$ cat src/rtl/decode_hazard_stage.sv
// Fetch/decode pipeline register with load-use bubble insertion and flush squash.
// A load in EX whose destination is read by the held instruction costs one nop bubble.
//
// state | meaning
// RUN   | normal flow; a load-use match on the held instruction inserts a bubble
// HOLD  | bubble already issued for this load; the held instruction advances next edge
module decode_hazard_stage #(
  parameter logic [31:0] NOP_INSTR  = 32'h34000000,
  parameter logic [23:0] NOP_BUNDLE = 24'h0E2531,
  parameter logic [31:0] RESET_PC   = 32'h00400000,
  parameter int          CNT_W      = 16
) (
  input  logic             clk,
  input  logic             reset,
  input  logic [31:0]      instruction_in,
  input  logic [23:0]      bundle_in,
  input  logic [31:0]      pc_seq_in,
  input  logic             flush_in,
  input  logic             ex_mem_read_in,
  input  logic [4:0]       ex_rt_in,
  output logic [31:0]      instruction_out,
  output logic [23:0]      bundle_out,
  output logic [31:0]      pc_seq_out,
  output logic [4:0]       rs_out,
  output logic [4:0]       rt_out,
  output logic             valid_out,
  output logic             stall_out,
  output logic [CNT_W-1:0] bubble_count_out
);

  localparam logic [0:0] RUN  = 1'b0;
  localparam logic [0:0] HOLD = 1'b1;

  logic [0:0]       state;
  logic [31:0]      h_instr;
  logic [23:0]      h_bundle;
  logic [31:0]      h_pc;
  logic             h_valid;
  logic [CNT_W-1:0] bubble_count;

  logic [5:0] h_opcode;
  logic       uses_rt;
  logic       rs_match;
  logic       rt_match;
  logic       hazard;

  // R-type, beq, bne and sw read rt as a source; other opcodes write it.
  always_comb begin
    h_opcode = h_instr[31:26];
    uses_rt  = (h_opcode == 6'h00) || (h_opcode == 6'h04) ||
               (h_opcode == 6'h05) || (h_opcode == 6'h2B);
    rs_match = (ex_rt_in == h_instr[25:21]);
    rt_match = uses_rt && (ex_rt_in == h_instr[20:16]);
    hazard   = (state == RUN) && h_valid && ex_mem_read_in &&
               (ex_rt_in != 5'd0) && (rs_match || rt_match);
  end

  assign stall_out = hazard && !flush_in;

  always_comb begin
    if (stall_out) begin
      instruction_out = NOP_INSTR;
      bundle_out      = NOP_BUNDLE;
      valid_out       = 1'b0;
    end else begin
      instruction_out = h_instr;
      bundle_out      = h_bundle;
      valid_out       = h_valid;
    end
    pc_seq_out = h_pc;
    rs_out     = instruction_out[25:21];
    rt_out     = instruction_out[20:16];
  end

  assign bubble_count_out = bubble_count;

  always_ff @(posedge clk or negedge reset) begin
    if (!reset) begin
      state        <= RUN;
      h_instr      <= NOP_INSTR;
      h_bundle     <= NOP_BUNDLE;
      h_pc         <= RESET_PC;
      h_valid      <= 1'b0;
      bubble_count <= '0;
    end else if (flush_in) begin
      state    <= RUN;
      h_instr  <= NOP_INSTR;
      h_bundle <= NOP_BUNDLE;
      h_pc     <= pc_seq_in;
      h_valid  <= 1'b0;
    end else if (hazard) begin
      state <= HOLD;
      if (bubble_count != {CNT_W{1'b1}})
        bubble_count <= bubble_count + {{(CNT_W-1){1'b0}}, 1'b1};
    end else begin
      state    <= RUN;
      h_instr  <= instruction_in;
      h_bundle <= bundle_in;
      h_pc     <= pc_seq_in;
      h_valid  <= 1'b1;
    end
  end

endmodule
$ cat config.mk
export PLATFORM = sky130hd
export DESIGN_NAME = decode_hazard_stage
export DESIGN_NICKNAME = d
export VERILOG_FILES = /design/src/rtl/decode_hazard_stage.sv
export SDC_FILE = /design/constraint.sdc
export NUM_CORES = 1
export LEC_CHECK = 0
export CAP_MARGIN = 25
export CORE_MARGIN = 2
export CORE_UTILIZATION = 39
export DETAILED_ROUTE_END_ITERATION = 6
export GPL_TIMING_DRIVEN = 0
export PLACE_DENSITY = 0.74
export SLEW_MARGIN = 20
export SYNTH_ARGS = -nofsm -noshare
export SYNTH_HDL_FRONTEND = slang
export SYNTH_SLANG_ARGS = --single-unit
$ cat constraint.sdc
create_clock -name clk -period 2.1 [get_ports clk]
set_clock_uncertainty 0.1 [all_clocks]
set_input_delay 0.42 -clock clk [delete_from_list [all_inputs] [get_ports clk]]
set_output_delay 0.42 -clock clk [all_outputs]
set_load 0.01 [all_outputs]
==> out/summary.txt, run 1 <==
outcome: finished, violations left
violated checks: setup timing
H-Tree Depth: 3
Psw: 1.25 mW
Crit path arrival time: 2.41 ns
via count: 4950
Netlist cell types: 40
critical path class: flop to output pin
Placer Congestion: 0.803
first-pass GRT wire length: 29.4 mm
portion of total power attributed to combinational logic: 0.187
Hold WC Path Type: flop to flop
fillers: 804
CP Launch Type: flop
worst slew pin tran: 0.743 ns
Synth Cell Area: 5210 sq um
max_slew headroom: 0.505
multi-input logic area: 3090 sq um
fmax: 0.342 GHz
core area: 13100 sq um
number of flops mapped to enable cells by yosys: 0
crit-path leading delay family: simple AND/OR/NAND/NOR gates
Starting Density: 0.397
initial antenna violation count: 0
Initial DRC Count: 228
CP bufs+invs: 4
Reg area: 2670 sq um
finished layout cell area: 10000 sq um
switching share of power: 0.246
CP max FO: 9
type of destination of the critical path: output pin
DP HPWL: 12.0 mm
Area Overhead vs Synth: 91.9%
Max VDD drop: 527 uV
# setup viols final: 169
antenna cells: 0
Post-DP Area: 7870 sq um
pre-CTS setup slack: -1.54 ns
slowest CP cell: dfrtp_1
all-layer global routing usage: 0.263
CTS tree: done
met3 Usage GRT: 0.0860
Final Worst Setup Slack: -0.827 ns
Die W: 120 um
FP Rows: 42
Avg Vias per Cell: 5.32
clock buffer depth: 2
Synth Register Bits: 106
Reg power frac: 0.438
path depth of the worst reg2reg path: 9
RSZ-0062 raised after global routing: true
Gate Count Post-Synth: 460
die area: 14300 sq um
Reg clk slew, reported paths: 0.08 ns
Cell Pwr Density: 506 nW/um^2
final net count: 848
cts bufs inserted: 9
fraction of the yosys area taken by sequential cells: 0.512
busiest grt layer: met2
most frequent cells in the layout: clkdlybuf4s50_1 (136), buf_6 (111), dfrtp_1 (93), and3_4 (44), a21boi_2 (34)
Power Internal: 3.82 mW
met2 Use GR: 0.453
Die H: 120 um
WL final: 19.4 mm
max-cap viol count: 0
Clk Latency, worst-skew pair: 0.36 ns
commonest non-fill, non-tap cell in the layout: clkdlybuf4s50_1
Clk pwr share: 0.376
PortBufs: 212
Final Hold Fails: 0
Syn Nets: 558
Post-DRT Antenna Nets: 0
M1 GR Usage: 0.312
I/O pin count: 213
Crit. path cell count: 8
FFs w/ async S/R, synth: 1.00
Synth area leaders: dfrtp_1 (45%), a31o_2 (6.6%), dfstp_2 (6.6%)
largest net degree at the start of global routing: 59
share of the synthesized area in the top cell type: 0.446
max-slew violation count: 0
delay of the slowest critical-path stage: 0.41 ns
Fin Setup TNS: -81.56 ns
Final Critical Period: 2.93 ns
drt wl/cell: 20.8 um
global route overflow: 0
Synth area leader: dfrtp_1
period utilisation layout: 1.39
vias in the first global route: 5449
LEAKAGE: 4.28 nW
Clock Sink Count: 106
Hold Path Depth: 1
final core utilization: 0.762
layout cell share with drive strength beyond 1: 0.546
syn avg cell area: 11.3 sq um
final hold slack: 0.396 ns
Top FF cell, synth: dfrtp_1
worst path cell trace: xor2_1 -> nor4_2 -> nand4_1 -> buf_6 -> clkbuf_16 -> and3_4 -> buf_6 -> buf_6
synth warn: 0
Pre-Repair DR Iteration Count: 5
detailed-route DRC error count: 0
Root Buffer: clkbuf_16
WP data required: 1.58 ns
CP dominant cell by count: buf_6
==> path summary, 6_finish.rpt <==
kind                                     from              endpoint  slack, ns
worst max-delay path              h_instr[16]             rt_out[1]      -0.83
worst max register to register    h_instr[16]  bubble_count_out[14]      -0.54
min in group asynchronous               reset        pc_seq_out[30]       0.47
max in group asynchronous               reset          h_bundle[18]       0.75
worst min register to register  pc_seq_out[9]         pc_seq_out[9]       0.40
worst min-delay path            pc_seq_out[9]         pc_seq_out[9]       0.40
==> power groups by stage <==
stage	Sequential, mW	Clock [mW]	Combinational [mW]
after floorplan	2.25	0	0.291
after global placement	2.24	0	0.795
after detailed placement	2.25	0	0.814
after CTS	2.21	1.93	0.883
after global routing	2.23	2.00	1.01
final	2.22	1.90	0.946
==> registers in the layout, summed over array words and instances (netlist names) <==
register          flops
pc_seq_out           32
h_bundle             24
state                 1
h_valid               1
bubble_count_out     16
h_instr              32
==> layout make-up <==
| cell class | instances | area share |
|---|---|---|
| Sequential cell | 106 | 0.267 |
| Multi-Input combinational cell | 300 | 0.309 |
| Tap cell | 176 | 0.0220 |
| Timing Repair Buffer | 283 | 0.308 |
| Clock inverter | 7 | 0.0101 |
| Clock buffer | 9 | 0.0225 |
| Inverter | 4 | 0.00150 |
| Buffer | 46 | 0.0603 |
==> cell usage after synthesis, types with 7 or more instances <==
library cell,instances
dfrtp_1,93
and3_1,46
a21boi_0,44
a31o_2,39
a21oi_1,34
clkbuf_1,27
mux2_1,27
xor2_1,18
nor2_1,17
dfstp_2,13
or2_2,12
buf_4,10
mux2_2,8
nand4_1,8
nand3_1,7
==> logic make-up (layout without fill, tap and decap cells) <==
logic type | after synthesis | after routing | share of synthesized area
simple gates | 111 | 111 | 0.125
flops | 106 | 106 | 0.512
compound gates | 130 | 130 | 0.186
xor+xnor | 20 | 20 | 0.0336
fa+ha+maj | 1 | 1 | 0.00240
mux | 38 | 38 | 0.0821
buf+inv | 54 | 349 | 0.0590
==> routing by layer <==
layer  vias to the layer above  routed length, um
li1                       2246                  -
met4                         0                395
met5                         -                  0
met3                        33               1640
met1                      2461               7540
met2                       210               9780
==> metrics by stage <==
| stage | cells | total power [mW] |
|---|---|---|
| floorplan | 460 | 2.55 |
| global placement | 848 | 3.04 |
| detailed placement | 849 | 3.06 |
| CTS | 926 | 5.02 |
| global route | 931 | 5.24 |
| finish | 931 | 5.07 |
==> repair_timing <==
action,CTS,global route
pin swaps,56,48
cloned,9,5
setup buffers,70,18
endpoints found under the hold margin,42,0
setup endpoints to repair,171,173
hold buffers,1,0
gates resized for setup,565,108
Note: power is estimated with default switching activity, not from simulation.
==> run 2, diff against run 1 <==
==> constraint.sdc (replaced) <==
create_clock -name clk -period 2.1 [get_ports clk]
set_clock_uncertainty 0.1 [all_clocks]
set_input_delay 0.21 -clock clk [delete_from_list [all_inputs] [get_ports clk]]
set_output_delay 0.21 -clock clk [all_outputs]
set_load 0.01 [all_outputs]
==> run 2 against run 1 <==
  * The flow still finishes with violations (setup timing)
  * Sequential power about the same
  * Worst setup slack better by 0.31 ns
  * Largest cell class unchanged
  * Critical path depth unchanged
  * Power fell by 2.3%
==> out/summary.txt, run 2 (synthesized netlist as in run 1, its figures left out) <==
WL final: 19.2 mm (-0.58%)
H-Tree Depth: 3 (unchanged)
LEAKAGE: 4.28 nW (about the same)
first-pass GRT wire length: 29.3 mm (-0.43%)
Clk Latency, worst-skew pair: 0.36 ns (about the same)
max_slew headroom: 0.541 (+0.0362)
Crit path arrival time: 2.31 ns (-0.10 ns)
WP data required: 1.79 ns (+0.21 ns)
Hold WC Path Type: primary input to async pin
RSZ-0062 raised after global routing: true
portion of total power attributed to combinational logic: 0.192 (+0.005)
type of destination of the critical path: output pin
commonest non-fill, non-tap cell in the layout: clkdlybuf4s50_1
Cell Pwr Density: 508 nW/um^2 (+0.33%)
detailed-route DRC error count: 0 (unchanged)
violated checks: setup timing
DP HPWL: 11.8 mm (-1.6%)
PortBufs: 212 (unchanged)
# setup viols final: 169 (unchanged)
FP Rows: 42 (unchanged)
CTS tree: done
Psw: 1.17 mW (-5.8%)
Avg Vias per Cell: 5.34 (+0.38%)
die area: 14300 sq um (unchanged)
critical path class: flop to output pin
all-layer global routing usage: 0.263 (-0.000565)
Area Overhead vs Synth: 86.8%
max-slew violation count: 0 (unchanged)
Pre-Repair DR Iteration Count: 4 (-1)
Layout Cells excl Fill: 928 (-0.32%)
CP dominant cell by count: buf_6
drt wl/cell: 20.7 um (-0.26%)
via count: 4953 (+0.061%)
final hold slack: 0.268 ns (-0.128 ns)
I/O pin count: 213 (unchanged)
delay of the slowest critical-path stage: 0.42 ns (about the same)
antenna cells: 0 (unchanged)
CP Launch Type: flop
worst slew pin tran: 0.688 ns (-0.0542 ns)
Final Worst Setup Slack: -0.517 ns (+0.310 ns)
final net count: 845 (-0.35%)
largest net degree at the start of global routing: 58 (-1.7%)
vias in the first global route: 5440 (-0.17%)
CP max FO: 7 (-2)
Placer Congestion: 0.828 (+3.0%)
most frequent cells in the layout: clkdlybuf4s50_1 (141), dfrtp_1 (93), buf_6 (83), a31o_4 (39)
outcome: finished, violations left
Initial DRC Count: 271 (+19%)
global route overflow: 0 (unchanged)
Clk pwr share: 0.359 (-0.017)
max-cap viol count: 0 (unchanged)
Clock Sink Count: 106 (unchanged)
Starting Density: 0.397 (unchanged)
Reg clk slew, reported paths: 0.07 ns (about the same)
Max VDD drop: 456 uV (-14%)
slowest CP cell: dfrtp_1
fmax: 0.382 GHz (+12%)
core area: 13100 sq um (unchanged)
Die H: 120 um (unchanged)
# placed instances: 849 (unchanged)
layout cell share with drive strength beyond 1: 0.475 (-0.0710)
Final Hold Fails: 0 (unchanged)
worst path cell trace: xor2_1 -> nor4_4 -> nand4_1 -> buf_6 -> clkbuf_16 -> and3_4 -> buf_6 -> buf_6
Final Critical Period: 2.62 ns (-0.310 ns)
Power Internal: 3.78 mW (-1.2%)
Root Buffer: clkbuf_16
period utilisation layout: 1.25 (-0.148)
Post-DRT Antenna Nets: 0 (unchanged)
cts bufs inserted: 9 (unchanged)
fillers: 870 (+8.2%)
initial antenna violation count: 0 (unchanged)
switching share of power: 0.237 (-0.00883)
Reg power frac: 0.448 (+0.010)
clock buffer depth: 2 (unchanged)
Die W: 120 um (unchanged)
run 2: cell types whose count changed in the layout (fill, tap and decap cells not counted), moves of 10 or more:
cell / change
a21boi_0: +33
buf_6: -28
a31o_4: +22
buf_2: +19
and3_1: +20
and3_4: -20
a31o_2: -22
a21boi_2: -33
clkbuf_16: -10
run 2: layout make-up:
class | instances | area [sq um] | share of cell area
plain buffers | 42 | 435 | 0.0447
clock buffers | 14 | 274 | 0.0281
clock inverters | 2 | 35.0 | 0.00360
inverters | 4 | 15.0 | 0.00154
multi-input cells | 300 | 3160 | 0.325
flip-flops and latches | 106 | 2670 | 0.274
well taps | 176 | 220 | 0.0226
repair buffers | 284 | 2930 | 0.301
run 2: what timing repair did:
item,in CTS,in global routing
hold buffers,1,0
hold endpoints to repair,48,0
resized for setup,534,87
pin swaps,65,25
gates cloned,13,1
setup endpoints to repair,168,171
buffers inserted,51,20
run 2: final timing paths:
| kind | startpoint | cells past startpoint | end | slack, ns |
|---|---|---|---|---|
| max | h_instr[18] | 8 | rs_out[4] | -0.52 |
| min | reset | 2 | bubble_count_out[0] | 0.27 |
| max in group asynchronous | reset | 3 | h_bundle[19] | 0.92 |
| min reg2reg | pc_seq_out[15] | 1 | pc_seq_out[15] | 0.41 |
| max reg2reg | h_instr[18] | 10 | h_instr[11] | -0.41 |
| min in group clk | bundle_in[10] | 3 | h_bundle[10] | 0.34 |
run 2: stage by stage:
| step | setup WS (ns) | util | TNS, ns | total power, mW | cell area, sq um |
|---|---|---|---|---|---|
| after detailed placement | -1.24 | 0.578 | -128.82 | 3.02 | 7590 |
| after CTS | -0.531 | 0.723 | -51.99 | 4.92 | 9490 |
| final | -0.517 | 0.742 | -55.89 | 4.95 | 9740 |
| after floorplan | -0.0168 | - | -0.142 | 2.50 | 5220 |
| after global placement | -3.33 | 0.576 | -463.93 | 2.99 | 7560 |
| after global routing | -0.612 | 0.742 | -72.99 | 5.13 | 9740 |
run 2: power groups by stage:
stage	clock network [mW]	registers, mW	logic, mW
2_1_floorplan	0	2.25	0.248
3_3_place_gp	0	2.24	0.752
3_5_place_dp	0	2.25	0.770
4_1_cts	1.79	2.21	0.909
5_1_grt	1.89	2.23	1.01
6_report	1.78	2.22	0.952
run 2: routing by layer:
layer,global-route usage,part of all wire,vias up
met5,0,0,-
met4,0.0860,0.019,0
met3,0.0784,0.082,32
met2,0.461,0.51,210
met1,0.307,0.39,2481
li1,-,-,2230
run 2: critical path: cells and delay by family (launching register included):
kind          cells  cell delay, ns
flops             1            0.42
xor+xnor          1            0.18
simple gates      3            0.76
buf+inv           4            0.59
